## src/rtl/keypad_scan.sv

```systemverilog
// keypad_scan: 4x4 active-low key matrix scanner with column synchronisation,
// per-frame lowest-index key resolution, press/release debounce and key
// encoding for the charging-controller key interface.
module keypad_scan #(
  parameter int unsigned SCAN_DIV = 250,
  parameter int unsigned DEBOUNCE = 4
) (
  input  logic       CLK,
  input  logic       RST_N,
  input  logic [3:0] col_n,
  output logic [3:0] row_n,
  output logic [4:0] num,
  output logic       start,
  output logic       clear,
  output logic       enter,
  output logic       startSet
);

  localparam int unsigned DW  = (SCAN_DIV > 1) ? $clog2(SCAN_DIV) : 1;
  localparam int unsigned CWR = $clog2(DEBOUNCE + 1);
  localparam int unsigned CW  = (CWR < 3) ? 3 : CWR;

  typedef enum logic [1:0] {IDLE, DB_PRESS, HELD, DB_REL} state_t;

  state_t          state;
  logic [DW-1:0]   dwell;
  logic [1:0]      row;
  logic [3:0]      col_s1, col_s2;
  logic            acc_vld;
  logic [3:0]      acc_key;
  logic            frame_done;
  logic            frame_vld;
  logic [3:0]      frame_key;
  logic [3:0]      cand;
  logic [CW-1:0]   cnt;
  logic            dwell_last;
  logic            row_hit;
  logic [1:0]      row_col;
  logic [1:0]      next_row;
  logic [4:0]      dec_num;
  logic [2:0]      dec_flags;

  assign dwell_last = (dwell == DW'(SCAN_DIV - 1));
  assign next_row   = row + 2'd1;

  // '*', '#' and D never count as pressed
  function automatic logic is_mapped(input logic [3:0] k);
    return !((k == 4'd12) || (k == 4'd14) || (k == 4'd15));
  endfunction

  // Two-flop synchroniser on the asynchronous column inputs (idle = released)
  always_ff @(posedge CLK or negedge RST_N) begin
    if (!RST_N) begin
      col_s1 <= '1;
      col_s2 <= '1;
    end else begin
      col_s1 <= col_n;
      col_s2 <= col_s1;
    end
  end

  // Lowest-numbered mapped column pulled low on the currently driven row
  always_comb begin
    row_hit = 1'b0;
    row_col = '0;
    for (int unsigned c = 0; c < 4; c++) begin
      if (!row_hit && !col_s2[c] && is_mapped({row, 2'(c)})) begin
        row_hit = 1'b1;
        row_col = 2'(c);
      end
    end
  end

  // Row dwell timing, row drive and frame accumulation; rows are scanned in
  // ascending order so the first hit in a frame is the lowest key index
  always_ff @(posedge CLK or negedge RST_N) begin
    if (!RST_N) begin
      dwell      <= '0;
      row        <= '0;
      row_n      <= 4'b1110;
      acc_vld    <= 1'b0;
      acc_key    <= '0;
      frame_done <= 1'b0;
      frame_vld  <= 1'b0;
      frame_key  <= '0;
    end else begin
      frame_done <= 1'b0;
      if (dwell_last) begin
        dwell <= '0;
        row   <= next_row;
        row_n <= ~(4'b0001 << next_row);
        if (row == 2'd3) begin
          frame_done <= 1'b1;
          frame_vld  <= acc_vld | row_hit;
          frame_key  <= acc_vld ? acc_key : {row, row_col};
          acc_vld    <= 1'b0;
          acc_key    <= '0;
        end else if (!acc_vld && row_hit) begin
          acc_vld <= 1'b1;
          acc_key <= {row, row_col};
        end
      end else begin
        dwell <= dwell + DW'(1);
      end
    end
  end

  // Encode the frame result into controller codes
  always_comb begin
    dec_num   = 5'h1F;
    dec_flags = 3'b000;
    case (frame_key)
      4'd3:  dec_flags = 3'b100;
      4'd7:  dec_flags = 3'b010;
      4'd11: dec_flags = 3'b001;
      4'd13: dec_num   = 5'd0;
      4'd12, 4'd14, 4'd15: dec_num = 5'h1F;
      default: dec_num = 5'(frame_key[3:2]) * 5'd3 + 5'(frame_key[1:0]) + 5'd1;
    endcase
  end

  // Debounce FSM with registered key outputs, updated once per frame.
  // Codes load from the current frame result, which equals cand on entry to HELD.
  always_ff @(posedge CLK or negedge RST_N) begin
    if (!RST_N) begin
      state    <= IDLE;
      cand     <= '0;
      cnt      <= '0;
      startSet <= 1'b0;
      num      <= 5'h1F;
      start    <= 1'b0;
      clear    <= 1'b0;
      enter    <= 1'b0;
    end else if (frame_done) begin
      case (state)
        IDLE: begin
          if (frame_vld) begin
            cand <= frame_key;
            cnt  <= CW'(1);
            if (DEBOUNCE == 1) begin
              state                 <= HELD;
              startSet              <= 1'b1;
              num                   <= dec_num;
              {start, clear, enter} <= dec_flags;
            end else begin
              state <= DB_PRESS;
            end
          end
        end
        DB_PRESS: begin
          if (!frame_vld) begin
            state <= IDLE;
          end else if (frame_key == cand) begin
            cnt <= cnt + CW'(1);
            if (cnt + CW'(1) >= CW'(DEBOUNCE)) begin
              state                 <= HELD;
              startSet              <= 1'b1;
              num                   <= dec_num;
              {start, clear, enter} <= dec_flags;
            end
          end else begin
            cand <= frame_key;
            cnt  <= CW'(1);
          end
        end
        HELD: begin
          if (!frame_vld) begin
            cnt <= CW'(1);
            if (DEBOUNCE == 1) begin
              state                 <= IDLE;
              startSet              <= 1'b0;
              num                   <= 5'h1F;
              {start, clear, enter} <= 3'b000;
            end else begin
              state <= DB_REL;
            end
          end
        end
        DB_REL: begin
          if (frame_vld) begin
            state <= HELD;
          end else begin
            cnt <= cnt + CW'(1);
            if (cnt + CW'(1) >= CW'(DEBOUNCE)) begin
              state                 <= IDLE;
              startSet              <= 1'b0;
              num                   <= 5'h1F;
              {start, clear, enter} <= 3'b000;
            end
          end
        end
        default: state <= IDLE;
      endcase
    end
  end

endmodule

```

## config.mk

```make
export PLATFORM = sky130hd
export DESIGN_NAME = keypad_scan
export DESIGN_NICKNAME = d
export VERILOG_FILES = /design/src/rtl/keypad_scan.sv
export SDC_FILE = /design/constraint.sdc
export NUM_CORES = 1
export LEC_CHECK = 0
export CAP_MARGIN = 0
export CORE_UTILIZATION = 50
export DETAILED_ROUTE_END_ITERATION = 7
export DONT_BUFFER_PORTS = 1
export HOLD_SLACK_MARGIN = 0.02
export PLACE_DENSITY_LB_ADDON = 0.05
export SLEW_MARGIN = 0
export SYNTH_ARGS = -nofsm -noshare
export SYNTH_HDL_FRONTEND = slang
export SYNTH_SLANG_ARGS = --single-unit
export TNS_END_PERCENT = 10
```

## constraint.sdc

```tcl
create_clock -name CLK -period 5 [get_ports CLK]
set_clock_uncertainty 0.15 [all_clocks]
set_input_delay 0.75 -clock CLK [delete_from_list [all_inputs] [get_ports CLK]]
set_output_delay 0.75 -clock CLK [all_outputs]
set_load 0.01 [all_outputs]
```

==> flow_summary.toml, run 1 <==
[placed_design]
dp_hpwl_um = 2815
place_ws_ns = 2.669
port_buffers = 0
dp.cells = 264
routabilityCongestion = 0.7580

[worst_hold_path]
hold_path.class = "in2async"

[grt]
grt_pass1_wl_um = 6955
grt_usage_pct = 18.01
antenna_found_initial = 0
first_global_vias = 1563
grt_remaining_overflow = 0
grt_start_max_net_pins = 36

[yosys]
netlist_instances = 217
synth-edff-count = 0
syn-cell-area_mm2 = 0.002421
synthTopCellsByCount = "dfrtp_1 (35), nand2_1 (26), dfstp_2 (16), ha_1 (16), nor2_1 (15)"
synth_most_common_cell = "dfrtp_1"
syn_area_per_cell_um2 = 11.16
synthTopCellsByArea = "dfrtp_1 (36%), dfstp_2 (17%), ha_1 (8.3%)"
synth_top_area_cell = "dfrtp_1"
netlist.area_leader.share_pct = 36.18
ys_ff_latch = 51
synth_fp_nets = 241
ys.flop_type = "dfrtp_1"
yosysWarningCount = 0
synth_cell_types = 40
async_flop_share_pct = 100.0
ys_seq_area_share_pct = 53.54

[timing]
post-route-min-period_ns = 2.308
tns_ns = 0
finalHoldViolCount = 0
fmax_mhz = 433.3
rsz0062_at_grt = "no"
maxSlewHeadroom_pct = 53.15
timing.final.crit_share_pct = 46.15
drv_slew = 0
setup_violations = 0
tightest_slew_ns = 0.6963
setup_slack_ns = 2.692

[setup_path]
cp-end-kind = "register"
worstPathRequired_ns = 5.04
path_max_fanout = 11
critPathArrivalTime_ns = 2.35
worst_setup_path_start_kind = "register"
critical_path_class = "reg2reg"

[power]
switchingPower_mw = 0.1446
internal_power_mw = 0.5192
pwr-share-clk_pct = 35.2
p_leak_nw = 1.146
p_per_area_mw_per_mm2 = 257.9
power_frac_comb_pct = 1.4
switching_share_pct = 21.78
peakVddDrop_mv = 0.1763
power_mw = 0.6637
p_seq_share_pct = 63.4

[final_layout]
fin_util_pct = 57.14
syn_to_final_growth_pct = 6.305
drive_gt1_share_pct = 16.29
final_nets = 244
antenna_cells = 0
stdcell_count = 273

[floorplanning]
ios = 19
core_area_mm2 = 0.004504
initial_core_util_pct = 53.75
std_cell_rows = 24
die_x_um = 71.59
die_area_mm2 = 0.005124
die_y_um = 71.59

[clock_tree]
clk_latency_ns = 0.31
path_clk_slew_ns = 0.09
postCtsSetupBuffers = 0
cts_resized = 0
cts.sinks = 51
cts_root_buf = "clkbuf_8"
tritoncts.num_buffers = 5
cts_buffer_depth = 2
htreeDepth = 2
cts_tree = "yes"

[detailed_routing]
viasPerCell = 5.714
drt_iter0_drc = 78
dr.pass1.iters = 4
wirelength_um = 4081
antenna_left = 0
wl_per_cell_um = 14.95
route.vias.total = 1560
drcViolationCount = 0

[run_status]
status = "complete, no violations"

[flow_run]
cap_violations = 0
registers in the layout, indices dropped and copies added, names as in the netlist, 3 cells and up, named ones only:
name / count
dwell: 8
num: 5
acc_key: 4
cand: 4
col_s1: 4
col_s2: 4
frame_key: 4
row_n: 4
cnt: 3
area by class of cell:
class                      count  area, um^2
tap                           52       65.06
inverter                       9       33.78
fill                         392        1931
multi-input combinational    152        1070
clock inverter                 3       20.02
clock buffer                   5       68.82
sequential                    51        1296
timing repair buffer           1       20.02
kinds of logic after synthesis:
| family | after synthesis | synth area share, % |
|---|---|---|
| simple gates | 69 | 14.26 |
| xor+xnor | 11 | 3.979 |
| buf+inv | 14 | 2.274 |
| compound gates | 45 | 12.09 |
| mux | 9 | 3.928 |
| fa+ha+maj | 18 | 9.922 |
| flops | 51 | 53.54 |
through the flow:
stage | area [um^2] | hold slack, ns
detailed placement | 2465 | 0.1975
CTS | 2574 | 0.1137
global route | 2574 | 0.09646
finish | 2574 | 0.1144
global placement | 2465 | 0.1959
floorplan | 2421 | 0.1952
final timing paths:
| path | from | to | slack, ns | cells past startpoint |
|---|---|---|---|---|
| max in group asynchronous | RST_N | dwell[7] | 4.40 | 1 |
| hold / removal | RST_N | clear | 0.11 | 1 |
| min in group CLK | col_s1[3] | col_s2[3] | 0.21 | 0 |
| setup reg to reg | dwell[1] | acc_key[2] | 2.69 | 6 |
| setup / recovery | dwell[1] | acc_key[2] | 2.69 | 6 |
| hold reg to reg | col_s1[3] | col_s2[3] | 0.21 | 0 |
cell usage in the layout (no fill, tap or decap), types with 3 or more instances in the layout:
cell type and n:
dfrtp_1 35, nand2_1 26, ha_1 16, dfstp_2 16, nor2_1 15, o21ai_0 14
a21oi_1 11, inv_1 8, nand3_1 8, xnor2_1 6, mux2i_1 5, xor2_1 5
clkbuf_8 5, mux2_2 4, a2bb2oi_1 4, or3_1 3, nor4_1 3, a22o_1 3
o22a_1 3
routing by layer:
layer	vias up	share of wire [%]	track usage, %	wire length (um)
met5	-	0	0	0
met4	0	1.1	5.229	45
met3	7	4.5	6.188	185
met2	32	49	30.37	2020
met1	756	45	22.10	1830
li1	765	-	-	-
critical path, cell delays in order, from the launching register on:
cell	delay [ns]
dfrtp_1	0.40
inv_1	0.06
ha_1	0.20
nand2_1	0.09
nor3_2	0.56
o21ai_0	0.38
mux2_2	0.36
timing repair:
item,CTS,global route
hold endpoints to repair,35,0
hold buffers,1,0
setup endpoints to repair,0,0
power by group through the flow:
stage | Clock [mW] | Combinational [mW] | Sequential (mW)
after CTS | 0.241 | 0.0101 | 0.421
final | 0.233 | 0.00955 | 0.421
after global placement | 0 | 0.00252 | 0.428
after detailed placement | 0 | 0.00262 | 0.428
after global routing | 0.260 | 0.0108 | 0.421
after floorplan | 0 | 0.00212 | 0.428
No activity file was read; power rests on OpenSTA's default activity.
==> inputs of run 2 (changes only) <==
- clock period: 5 -> 1.95 ns (I/O delays scaled with it)
==> run 2 against run 1 <==
The run now ends with setup timing left; combinational power grew to 4.3 times the previous value; global-route usage grew 1.0 points; clock-buffer cell count grew 2; setup slack lost 2.7 ns; routed wire length grew 2.9%; design area grew 8.3%; power grew to 2.6 times the previous value.
==> flow_summary.toml, run 2 (synthesis gave the netlist of run 1 again) <==
[setup_path]
critPathArrivalTime_ns = 2.05
path_cells = "fa_1 -> fa_2 -> xor2_1 -> nand2_1 -> a2bb2oi_1"
critical_path_class = "reg2reg"
path_max_fanout = 4
worst_setup_path_start_kind = "register"
worstPathRequired_ns = 2.03
crit_slowest_cell = "fa_1"
slowest_delay_ns = 0.55
cp-end-kind = "register"

[timing]
post-route-min-period_ns = 1.967
timing.final.crit_share_pct = 100.9
whs_ns = 0.2096
maxSlewHeadroom_pct = 75.93
fmax_mhz = 508.4
setup_slack_ns = -0.01681
tightest_slew_ns = 0.3586
drv_slew = 0
setup_violations = 1
finalHoldViolCount = 0
rsz0062_at_grt = "yes"

[power]
pwr-share-clk_pct = 35.3
switching_share_pct = 20.53
p_per_area_mw_per_mm2 = 621.3
p_seq_share_pct = 62.3
p_leak_nw = 1.252
power_frac_comb_pct = 2.4
internal_power_mw = 1.376
peakVddDrop_mv = 0.4881
switchingPower_mw = 0.3555

[floorplanning]
initial_core_util_pct = 53.75
std_cell_rows = 24
ios = 19
die_y_um = 71.59
die_x_um = 71.59
core_area_mm2 = 0.004504
die_area_mm2 = 0.005124

[final_layout]
largest_registers = "dwell: 8 flops, num: 5 flops"
final_common_cell = "dfrtp_1"
syn_to_final_growth_pct = 15.09
final_nets = 264
antenna_cells = 0
fin_util_pct = 61.86
drive_gt1_share_pct = 24.48
layout_common_cells = "dfrtp_1 (34), nand2_1 (26), dfstp_2 (16), ha_1 (15), buf_4 (15)"
largest_reg_flops = 8
regMostFlops = "dwell"

[clock_tree]
cts_tree = "yes"
cts.sinks = 51
tritoncts.num_buffers = 5
htreeDepth = 2
path_clk_slew_ns = 0.09
cts_root_buf = "clkbuf_8"
cts_buffer_depth = 2
clk_latency_ns = 0.30

[run_status]
violations = "setup timing"
status = "finished with violations"

[detailed_routing]
antenna_left = 0
viasPerCell = 5.553
wirelength_um = 4200
dr.pass1.iters = 4
drcViolationCount = 0
drt_iter0_drc = 48
wl_per_cell_um = 14.33
route.vias.total = 1627

[flow_run]
cap_violations = 0

[grt]
grt_start_max_net_pins = 52
antenna_found_initial = 0
first_global_vias = 1632
grt_pass1_wl_um = 7445
grt_remaining_overflow = 0
grt_usage_pct = 19.01

[placed_design]
port_buffers = 0
dp_hpwl_um = 3007
place_ws_ns = -0.05676
routabilityCongestion = 0.7285

[worst_hold_path]
hold_path.class = "reg2reg"
run 2: cell count changes in the layout (fill, tap and decap cells not counted), moves of 2 or more:
cell,before,now
buf_4,0,15
dlygate4sd3_1,0,5
clkinvlp_4,2,0
nor4_1,3,1
nor4_2,0,2
o21ai_0,14,12
o21ai_1,0,2
run 2: area by class of cell:
class                      count  area [um^2]
timing repair buffer          21        190.2
fill                         391         1718
clock inverter                 1        5.005
clock buffer                   7        86.33
multi-input combinational    152         1109
tap                           52        65.06
inverter                       9        33.78
sequential                    51         1297
run 2: final timing paths:
check	slack [ns]	cells after the start	startpoint	endpoint
min	0.21	0	col_s1[3]	col_s2[3]
min reg2reg	0.21	0	col_s1[3]	col_s2[3]
max in group asynchronous	1.02	2	RST_N	row_n[1]
max	-0.02	5	frame_key[2]	num[2]
min in group asynchronous	0.35	2	RST_N	cnt[1]
max reg2reg	-0.02	5	frame_key[2]	num[2]
run 2: repair_timing:
item / CTS / global route
resized for setup: 2 / 9
buffers inserted: 0 / 2
endpoints found under the hold margin: 55 / 0
hold buffers: 6 / 0
setup endpoints to repair: 4 / 11
pin swaps: 0 / 4
run 2: power by group through the flow:
stage	Combinational, mW	Sequential [mW]	Clock, mW
global route	0.0468	1.08	0.667
finish	0.0407	1.08	0.612
floorplan	0.00544	1.10	0
detailed placement	0.00646	1.10	0
global placement	0.00618	1.10	0
CTS	0.0425	1.08	0.637
run 2: metrics by stage:
step                      total power, mW  std cells  cell area (um^2)   TNS, ns
final                               1.731        293              2786  -0.01681
after global placement              1.104        277              2562  -0.08012
after floorplan                     1.102        217              2421         0
after detailed placement            1.105        277              2562   -0.2053
after global routing                1.795        293              2786   -0.2076
after CTS                           1.758        291              2739  -0.03206
run 2: per-layer routing:
| layer | up-vias | track usage (%) | share of wire (%) | routed length [um] |
|---|---|---|---|---|
| met1 | 793 | 24.34 | 45 | 1897 |
| met5 | - | 0 | 0 | 0 |
| met3 | 5 | 4.782 | 3.3 | 137 |
| met4 | 0 | 5.229 | 1.1 | 46 |
| met2 | 29 | 32.38 | 50 | 2119 |
| li1 | 800 | - | - | - |
run 2: worst max-delay path, delay by kind of cell (launching register included):
kind | cells | cell delay (ns)
xor gates and xnor gates | 1 | 0.18
DFF | 1 | 0.44
AOI/OAI and AO/OA | 1 | 0.12
adders and majority gates | 2 | 0.93
and+or+nand+nor | 1 | 0.08
